### src/rtl/ctrl_pkg.sv
// Shared control-bundle types for the ID/EX, EX/MEM and MEM/WB registers.
// Optional load-use detection in ctrl_pipe is enabled by LOAD_USE_HAZARD_EN.
package ctrl_pkg;

    localparam int CTRL_RD_W = 5;
    localparam int CTRL_OP_W = 2;

    localparam logic [CTRL_OP_W-1:0] ALUOP_ADD   = 2'b00;
    localparam logic [CTRL_OP_W-1:0] ALUOP_SUB   = 2'b01;
    localparam logic [CTRL_OP_W-1:0] ALUOP_FUNCT = 2'b10;

    localparam logic [6:0] OPC_LOAD   = 7'b0000011;
    localparam logic [6:0] OPC_STORE  = 7'b0100011;
    localparam logic [6:0] OPC_RTYPE  = 7'b0110011;
    localparam logic [6:0] OPC_BRANCH = 7'b1100011;
    localparam logic [6:0] OPC_OPIMM  = 7'b0010011;

    typedef struct packed {
        logic                 valid;
        logic [CTRL_OP_W-1:0] alu_op;
        logic                 alu_src;
        logic [CTRL_RD_W-1:0] rd;
    } ex_ctrl_t;

    typedef struct packed {
        logic                 valid;
        logic                 branch;
        logic                 read;
        logic                 write;
        logic [CTRL_RD_W-1:0] rd;
    } mem_ctrl_t;

    typedef struct packed {
        logic                 valid;
        logic                 reg_write;
        logic                 mem_to_reg;
        logic [CTRL_RD_W-1:0] rd;
    } wb_ctrl_t;

    typedef struct packed {
        ex_ctrl_t  ex;
        mem_ctrl_t mem;
        wb_ctrl_t  wb;
    } id_ex_t;

    typedef struct packed {
        mem_ctrl_t mem;
        wb_ctrl_t  wb;
    } ex_mem_t;

    localparam ex_ctrl_t  EX_BUBBLE  = '0;
    localparam mem_ctrl_t MEM_BUBBLE = '0;
    localparam wb_ctrl_t  WB_BUBBLE  = '0;

    localparam id_ex_t  ID_EX_BUBBLE  = '{ex: EX_BUBBLE, mem: MEM_BUBBLE, wb: WB_BUBBLE};
    localparam ex_mem_t EX_MEM_BUBBLE = '{mem: MEM_BUBBLE, wb: WB_BUBBLE};

    // Only an exact 1 counts; X/Z collapse to 0.
    function automatic logic known_one(input logic b);
        case (b)
            1'b1:    return 1'b1;
            default: return 1'b0;
        endcase
    endfunction

endpackage

### src/rtl/ctrl_stage_reg.sv
// Generic pipeline stage register: async reset, bubble > hold > load.
// Used for the ID/EX, EX/MEM and MEM/WB control bundles.
module ctrl_stage_reg #(
    parameter type T      = logic,
    parameter T    BUBBLE = '0
) (
    input  logic clk,
    input  logic rst_n,
    input  logic load,
    input  logic hold,
    input  logic bubble,
    input  T     d,
    output T     q
);

    // Bubble wins over hold so a flush can override a stall.
    always_ff @(posedge clk or negedge rst_n) begin
        if (!rst_n) begin
            q <= BUBBLE;
        end else if (bubble) begin
            q <= BUBBLE;
        end else if (hold) begin
            q <= q;
        end else if (load) begin
            q <= d;
        end
    end

endmodule

### src/rtl/ctrl_pipe.sv
// Control pipeline ID -> EX -> MEM -> WB with stall, flush and bubbles.
// Define LOAD_USE_HAZARD_EN to add the load-use hazard comparator.
module ctrl_pipe
    import ctrl_pkg::*;
#(
    parameter int REG_ADDR_W = 5,
    parameter int ALUOP_W    = 2
) (
    input  logic                  clk,
    input  logic                  rst_n,
    input  logic                  id_valid,
    input  logic [ALUOP_W-1:0]    id_alu_op,
    input  logic                  id_alu_src,
    input  logic                  id_branch,
    input  logic                  id_mem_read,
    input  logic                  id_mem_write,
    input  logic                  id_reg_write,
    input  logic                  id_mem_to_reg,
    input  logic [REG_ADDR_W-1:0] id_rd,
    input  logic [REG_ADDR_W-1:0] id_rs1,
    input  logic [REG_ADDR_W-1:0] id_rs2,
    input  logic                  stall_i,
    input  logic                  flush_i,
    output logic                  ex_valid,
    output logic [ALUOP_W-1:0]    ex_alu_op,
    output logic                  ex_alu_src,
    output logic [REG_ADDR_W-1:0] ex_rd,
    output logic                  mem_valid,
    output logic                  mem_branch,
    output logic                  mem_read,
    output logic                  mem_write,
    output logic [REG_ADDR_W-1:0] mem_rd,
    output logic                  wb_valid,
    output logic                  wb_reg_write,
    output logic                  wb_mem_to_reg,
    output logic [REG_ADDR_W-1:0] wb_rd,
    output logic                  hazard_stall
);

    id_ex_t   id_bundle;
    id_ex_t   id_ex_q;
    ex_mem_t  ex_mem_d;
    ex_mem_t  ex_mem_q;
    wb_ctrl_t mem_wb_q;

    // Sanitise the decoded bundle: an invalid slot is a pure bubble.
    always_comb begin
        id_bundle = ID_EX_BUBBLE;
        if (id_valid) begin
            id_bundle.ex.valid      = 1'b1;
            id_bundle.ex.alu_op     = id_alu_op;
            id_bundle.ex.alu_src    = id_alu_src;
            id_bundle.ex.rd         = id_rd;
            id_bundle.mem.valid     = 1'b1;
            id_bundle.mem.branch    = id_branch;
            id_bundle.mem.read      = id_mem_read;
            id_bundle.mem.write     = id_mem_write;
            id_bundle.mem.rd        = id_rd;
            id_bundle.wb.valid      = 1'b1;
            id_bundle.wb.reg_write  = id_reg_write;
            id_bundle.wb.mem_to_reg = id_reg_write & known_one(id_mem_to_reg);
            id_bundle.wb.rd         = id_rd;
        end
    end

`ifdef LOAD_USE_HAZARD_EN
    logic load_use;
    assign load_use = id_ex_q.ex.valid & id_ex_q.mem.read
                    & (id_ex_q.ex.rd != '0) & id_valid
                    & ((id_ex_q.ex.rd == id_rs1) | (id_ex_q.ex.rd == id_rs2));
    assign hazard_stall = load_use & ~stall_i;
`else
    logic unused_rs;
    assign unused_rs    = ^{id_rs1, id_rs2};
    assign hazard_stall = 1'b0;
`endif

    assign ex_mem_d = '{mem: id_ex_q.mem, wb: id_ex_q.wb};

    ctrl_stage_reg #(.T(id_ex_t), .BUBBLE(ID_EX_BUBBLE)) u_id_ex (
        .clk    (clk),
        .rst_n  (rst_n),
        .load   (1'b1),
        .hold   (stall_i),
        .bubble (flush_i | hazard_stall),
        .d      (id_bundle),
        .q      (id_ex_q)
    );

    ctrl_stage_reg #(.T(ex_mem_t), .BUBBLE(EX_MEM_BUBBLE)) u_ex_mem (
        .clk    (clk),
        .rst_n  (rst_n),
        .load   (1'b1),
        .hold   (stall_i),
        .bubble (flush_i),
        .d      (ex_mem_d),
        .q      (ex_mem_q)
    );

    ctrl_stage_reg #(.T(wb_ctrl_t), .BUBBLE(WB_BUBBLE)) u_mem_wb (
        .clk    (clk),
        .rst_n  (rst_n),
        .load   (1'b1),
        .hold   (stall_i & ~flush_i),
        .bubble (1'b0),
        .d      (ex_mem_q.wb),
        .q      (mem_wb_q)
    );

    assign ex_valid      = id_ex_q.ex.valid;
    assign ex_alu_op     = id_ex_q.ex.alu_op;
    assign ex_alu_src    = id_ex_q.ex.alu_src;
    assign ex_rd         = id_ex_q.ex.rd;
    assign mem_valid     = ex_mem_q.mem.valid;
    assign mem_branch    = ex_mem_q.mem.branch;
    assign mem_read      = ex_mem_q.mem.read;
    assign mem_write     = ex_mem_q.mem.write;
    assign mem_rd        = ex_mem_q.mem.rd;
    assign wb_valid      = mem_wb_q.valid;
    assign wb_reg_write  = mem_wb_q.reg_write & (mem_wb_q.rd != '0);
    assign wb_mem_to_reg = mem_wb_q.mem_to_reg;
    assign wb_rd         = mem_wb_q.rd;

endmodule

### config.mk
export PLATFORM = sky130hd
export DESIGN_NAME = ctrl_pipe
export DESIGN_NICKNAME = d
export VERILOG_FILES = /design/src/rtl/ctrl_pkg.sv /design/src/rtl/ctrl_stage_reg.sv /design/src/rtl/ctrl_pipe.sv
export SDC_FILE = /design/constraint.sdc
export NUM_CORES = 1
export LEC_CHECK = 0
export CORE_MARGIN = 2
export CORE_UTILIZATION = 45
export CTS_CLUSTER_DIAMETER = 150
export DETAILED_ROUTE_END_ITERATION = 12
export HOLD_SLACK_MARGIN = 0.12
export PLACE_DENSITY = 0.86
export SYNTH_ARGS = -nofsm -noshare
export SYNTH_HDL_FRONTEND = slang
export SYNTH_SLANG_ARGS = --single-unit
### constraint.sdc
create_clock -name clk -period 2.1 [get_ports clk]
set_input_delay 0.21 -clock clk [delete_from_list [all_inputs] [get_ports clk]]
set_output_delay 0.21 -clock clk [all_outputs]
set_load 0.02 [all_outputs]
==> results.yml, run 1 <==
synthesis:
  synth_commonest_cells: "33 x dfrtp_1, 20 x buf_4, 13 x a21oi_1, 13 x nand2_1"
  synth-edff-count: 0
  ys.flop_type: "dfrtp_1"
  synth_area_um2: 1560
  postSynthNetCount: 163
  async_flop_share: 1.00
  yosys_register_bits: 33
  ys_types: 16
  synthCells: 135
  yosysWarnings: 0
  synth_area_leaders: "dfrtp_1 53%, buf_4 9.6%, mux2i_1 7.7%, mux2_4 7.7%, nand3b_1 5.8%"
  synth_top_area_frac: 0.530
  synth_largest_area_cell: "dfrtp_1"
  syn_avg_cell_area_um2: 11.5
  ys_seq_area_frac: 0.530
  yosysMostFrequentCell: "dfrtp_1"
critical_path:
  cp_max_fo: 3
  arrival_ns: 1.73
  endpoint_kind: "output port"
  path_class: "reg -> out"
  cp-start-kind: "flip-flop"
  r2r-start: "u_ex_mem.q[4]$_DFFE_PN0N_"
  rrSetupSlack_ns: 1.31
  r2r_end: "u_mem_wb.q[4]$_DFFE_PN0N_"
  startpoint: "u_mem_wb.q[0]$_DFFE_PN0N_"
  r2r_cells: 1
  cp-endpoint: "wb_reg_write"
  cp.required_ns: 1.89
floorplanning:
  die_h_um: 62.8
  core_um2: 3340
  rows: 21
  die_x_um: 62.8
  initial_core_util: 0.467
  die-area_um2: 3950
  io_pins: 55
place:
  place_area_um2: 1880
  placed_cells: 202
  place.gp.congestion: 0.748
  hpwl_mm: 2.14
  port_buffers: 43
  dpl_worst_slack_ns: 0.302
timing:
  finalCriticalPeriod_ns: 1.94
  rsz0062_at_grt: "false"
  worst_pin_slew_ns: 0.521
  layout_setup_ws_ns: 0.158
  slew_headroom: 0.651
  drv_slew: 0
  hold_viol: 0
  post-route-period-util: 0.925
  fmax_ghz: 0.515
  setup_viol: 0
  fin_skew_ns: 0.00376
  fin_tns_setup_ns: 0
global_routing:
  grt_pass1_vias: 1093
  grt_max_degree: 34
  antenna_found_initial: 0
  grt_pass1_wl_mm: 4.89
  grt-ovfl-total: 0
  grt_usage: 0.160
power:
  power.internal_w: 0.000894
  p_leak_nw: 0.892
  sw_frac_of_total: 0.245
  p_sw_w: 0.000291
  power_w: 0.00119
  ir_drop_uv: 343
  clkPwrFrac: 0.300
  pwr-share-seq: 0.561
  p_comb_frac: 0.139
  cellPowerDensity_nw_per_um2: 612
detailed_routing:
  drc_errors: 0
  wl_mm: 2.99
  ant_nets: 0
  drt_iter0_markers: 36
  num_vias: 1039
  wl_per_cell_um: 14.3
  firstDrtPassIters: 4
  viasPerCell: 4.97
clocking:
  clk_path_buf_depth: 2
  clk_pin_slew_ns: 0.09
  h-tree-depth: 2
  cts_tree: "built"
  root_buffer: "clkbuf_4"
  cts_inserted_buffers: 5
  clkLatencyLatePin_ns: 0.33
  ctsHoldBuffers: 0
  cts_sinks: 33
finish:
  antennaDiodeCount: 0
  area_growth_pct: 24.3
  fin_area_um2: 1940
  drive_above_1_share: 0.123
  fillers: 282
  fin_nets: 191
  fin_cells: 209
outcome:
  status: "finished, final reports clean"
flow_run:
  cap_violations: 0
worst_hold_path:
  hp-class: "in -> async"
[critical path: stages (launching register included)]
cell           delay (ns)
dfrtp_1              0.40
or4_1                0.52
o21a_1               0.18
dlygate4sd2_1        0.31
[metal layers]
metal / up-vias / global-route usage / wire, µm / part of all wire
li1: 484 / - / - / -
met1: 510 / 0.173 / 1210 / 0.40
met2: 39 / 0.286 / 1550 / 0.52
met3: 6 / 0.0595 / 180 / 0.060
met4: 0 / 0.0583 / 49 / 0.016
met5: - / 0 / 0 / 0
[cell families after synthesis]
| family | synth area share |
|---|---|
| buffers and inverters | 0.129 |
| AOI/OAI and AO/OA | 0.0466 |
| and+or+nand+nor | 0.137 |
| other | 0.00241 |
| DFF | 0.530 |
| muxes | 0.154 |
[registers in the layout, summed over array words and instances (netlist names)]
register    cells
u_id_ex.q      14
u_ex_mem.q     11
u_mem_wb.q      8
[per-stage QoR]
| stage | util | hold slack [ns] |
|---|---|---|
| finish | 0.580 | 0.281 |
| global placement | 0.564 | 0.494 |
| CTS | 0.580 | 0.291 |
| detailed placement | 0.564 | 0.496 |
| global route | 0.580 | 0.325 |
| floorplan | - | -0.0856 |
[final cells by class]
type | instances | area (µm²) | area share
clock buffer | 7 | 55.1 | 0.0284
multi-input combinational | 75 | 531 | 0.274
sequential | 33 | 826 | 0.427
tap | 46 | 57.6 | 0.0297
timing repair buffer | 48 | 467 | 0.241
[worst min-delay path by stage]
stage                              start                        end  slack [ns]  cells after the start
3_3_place_gp   u_ex_mem.q[6]$_DFFE_PN0N_  u_mem_wb.q[6]$_DFFE_PN0N_        0.49                      1
2_1_floorplan                      rst_n  u_ex_mem.q[0]$_DFFE_PN0N_       -0.09                      0
6_report                           rst_n   u_id_ex.q[0]$_DFFE_PN0N_        0.28                      2
5_1_grt                            rst_n  u_mem_wb.q[6]$_DFFE_PN0N_        0.33                      2
3_5_place_dp   u_ex_mem.q[6]$_DFFE_PN0N_  u_mem_wb.q[6]$_DFFE_PN0N_        0.50                      1
4_1_cts                            rst_n  u_id_ex.q[24]$_DFFE_PN0N_        0.29                      2
[power groups by stage]
stage / clock, W / combinational (W) / sequential [W]
5_1_grt: 0.000393 / 0.000177 / 0.000667
4_1_cts: 0.000367 / 0.000166 / 0.000665
3_3_place_gp: 0 / 0.000161 / 0.000676
2_1_floorplan: 0 / 0.0000937 / 0.000680
3_5_place_dp: 0 / 0.000166 / 0.000678
6_report: 0.000356 / 0.000164 / 0.000665
[placed cells by master (no fill, tap or decap), drive strengths merged, types with 5 or more instances in the layout]
master,instances
a21oi,13
buf,5
clkbuf,7
clkdlybuf4s50,42
dfrtp,33
mux2,8
mux2i,12
nand2,13
nand3b,12
nor2,12
[what timing repair did]
action | CTS | global route
endpoints found under the setup margin | 1 | 0
gates resized for setup | 1 | 0
buffers inserted | 0 | 0
(Power assumes the default switching activity.)
==> inputs of run 2 (changes only) <==
Settings changed: CTS_CLUSTER_SIZE set to 8.
==> results of run 2 <==
Same layout as run 1: the final DEF is identical, and so are final timing and power.
==> inputs of run 3 (changes only) <==
Settings changed: CORE_ASPECT_RATIO set to 1.4.
==> results.yml, run 3 (synthesized netlist as in run 1, its figures left out) <==
timing:
  hold_viol: 0
  fmax_ghz: 0.530
  post-route-period-util: 0.899
  fin_tns_setup_ns: 0
  whs_ns: 0.337
  drv_slew: 0
  slew_headroom: 0.665
  rsz0062_at_grt: "false"
  worst_pin_slew_ns: 0.501
  setup_viol: 0
  fin_skew_ns: 0.00133
  finalCriticalPeriod_ns: 1.89
finish:
  fillers: 280
  biggestRegsByFlops: "u_id_ex.q (14), u_ex_mem.q (11), u_mem_wb.q (8)"
  area_growth_pct: 25.3
  layout_commonest_cell: "clkdlybuf4s50_1"
  fin_cells: 202
  largest_reg_flops: 14
  utilization: 0.583
  antennaDiodeCount: 0
  ff_latch_area_um2: 826
  fin_nets: 190
  regMostFlops: "u_id_ex.q"
  multi_input_comb_area_um2: 531
  drive_above_1_share: 0.117
  layout_common_cells: "42 x clkdlybuf4s50_1, 33 x dfrtp_1, 13 x nand2_1, 13 x a21oi_1"
floorplanning:
  core_um2: 3350
  io_pins: 55
  die_x_um: 53.7
  rows: 25
  die-area_um2: 3950
  initial_core_util: 0.465
  die_h_um: 73.6
detailed_routing:
  wl_per_cell_um: 13.9
  firstDrtPassIters: 4
  drt_iter0_markers: 27
  num_vias: 1028
  wl_mm: 2.81
  ant_nets: 0
  drc_errors: 0
  viasPerCell: 5.09
clocking:
  cts_inserted_buffers: 5
  cts_tree: "built"
  h-tree-depth: 2
  cts_sinks: 33
  clk_path_buf_depth: 2
  root_buffer: "clkbuf_8"
  ctsHoldBuffers: 0
  clkLatencyLatePin_ns: 0.28
  clk_pin_slew_ns: 0.06
global_routing:
  antenna_found_initial: 0
  grt-ovfl-total: 0
  grt_pass1_vias: 1021
  grt_pass1_wl_mm: 4.65
  grt_max_degree: 34
  grt_usage: 0.159
critical_path:
  cp_max_fo: 3
  arrival_ns: 1.68
  cp-start-kind: "flip-flop"
  path_class: "reg -> out"
  endpoint_kind: "output port"
  cp.required_ns: 1.89
power:
  p_leak_nw: 0.900
  cellPowerDensity_nw_per_um2: 665
  ir_drop_uv: 614
  power_w: 0.00130
flow_run:
  cap_violations: 0
outcome:
  status: "finished, final reports clean"
place:
  port_buffers: 43
  hpwl_mm: 2.02
  place.gp.congestion: 0.695
  placed_cells: 195
worst_hold_path:
  hp-class: "in -> async"
==> run 3: changes by cell type in the layout (fill, tap and decap cells not counted) <==
cell and delta:
clkbuf_4 -5, buf_4 -1, clkbuf_8 +5
==> run 3: worst paths after layout <==
kind                                           startpoint                        end  slack [ns]  cells past startpoint
worst max-delay path            u_mem_wb.q[0]$_DFFE_PN0N_               wb_reg_write        0.21                      3
worst min-delay path                                rst_n  u_id_ex.q[23]$_DFFE_PN0N_        0.34                      2
worst max register to register  u_mem_wb.q[4]$_DFFE_PN0N_  u_mem_wb.q[4]$_DFFE_PN0N_        1.32                      1
worst min register to register  u_ex_mem.q[6]$_DFFE_PN0N_  u_mem_wb.q[6]$_DFFE_PN0N_        0.51                      1
max in group asynchronous                           rst_n  u_ex_mem.q[0]$_DFFE_PN0N_        1.47                      2
min in group clk                              id_mem_read  u_id_ex.q[14]$_DFFE_PN0N_        0.50                      3
==> run 3: layout make-up <==
cell class / instances / area share
Tap cell: 40 / 0.0256
Timing Repair Buffer: 47 / 0.235
Sequential cell: 33 / 0.423
Clock buffer: 7 / 0.0442
Multi-Input combinational cell: 75 / 0.272
==> run 3: repair_timing <==
action	CTS	global route
setup endpoints to repair	1	0
gates resized for setup	1	0
setup buffers	0	0
==> run 3: critical path, cell delays in order (launching register included) <==
cell and delay (ns):
dfrtp_1 0.40, or4_1 0.52, o21a_1 0.17, dlygate4sd2_1 0.31
==> run 3: metal layers <==
metal  part of all wire  GRT usage  wire (µm)
met5                  0          0          0
met3              0.081     0.0630        228
met2               0.47      0.251       1330
met1               0.43      0.201       1220
met4              0.012     0.0427         33
==> run 3: stage by stage <==
step	setup WS, ns	cell area, µm²
floorplan	0.779	1560
global placement	0.308	1870
detailed placement	0.291	1870
CTS	0.202	1950
global route	0.160	1950
finish	0.212	1950
==> run 3: power by group <==
part / internal, W / switching, W / total, W
Clock: 0.000260 / 0.000212 / 0.000472
Combinational: 0.0000828 / 0.0000784 / 0.000161
Sequential: 0.000654 / 0.0000125 / 0.000666
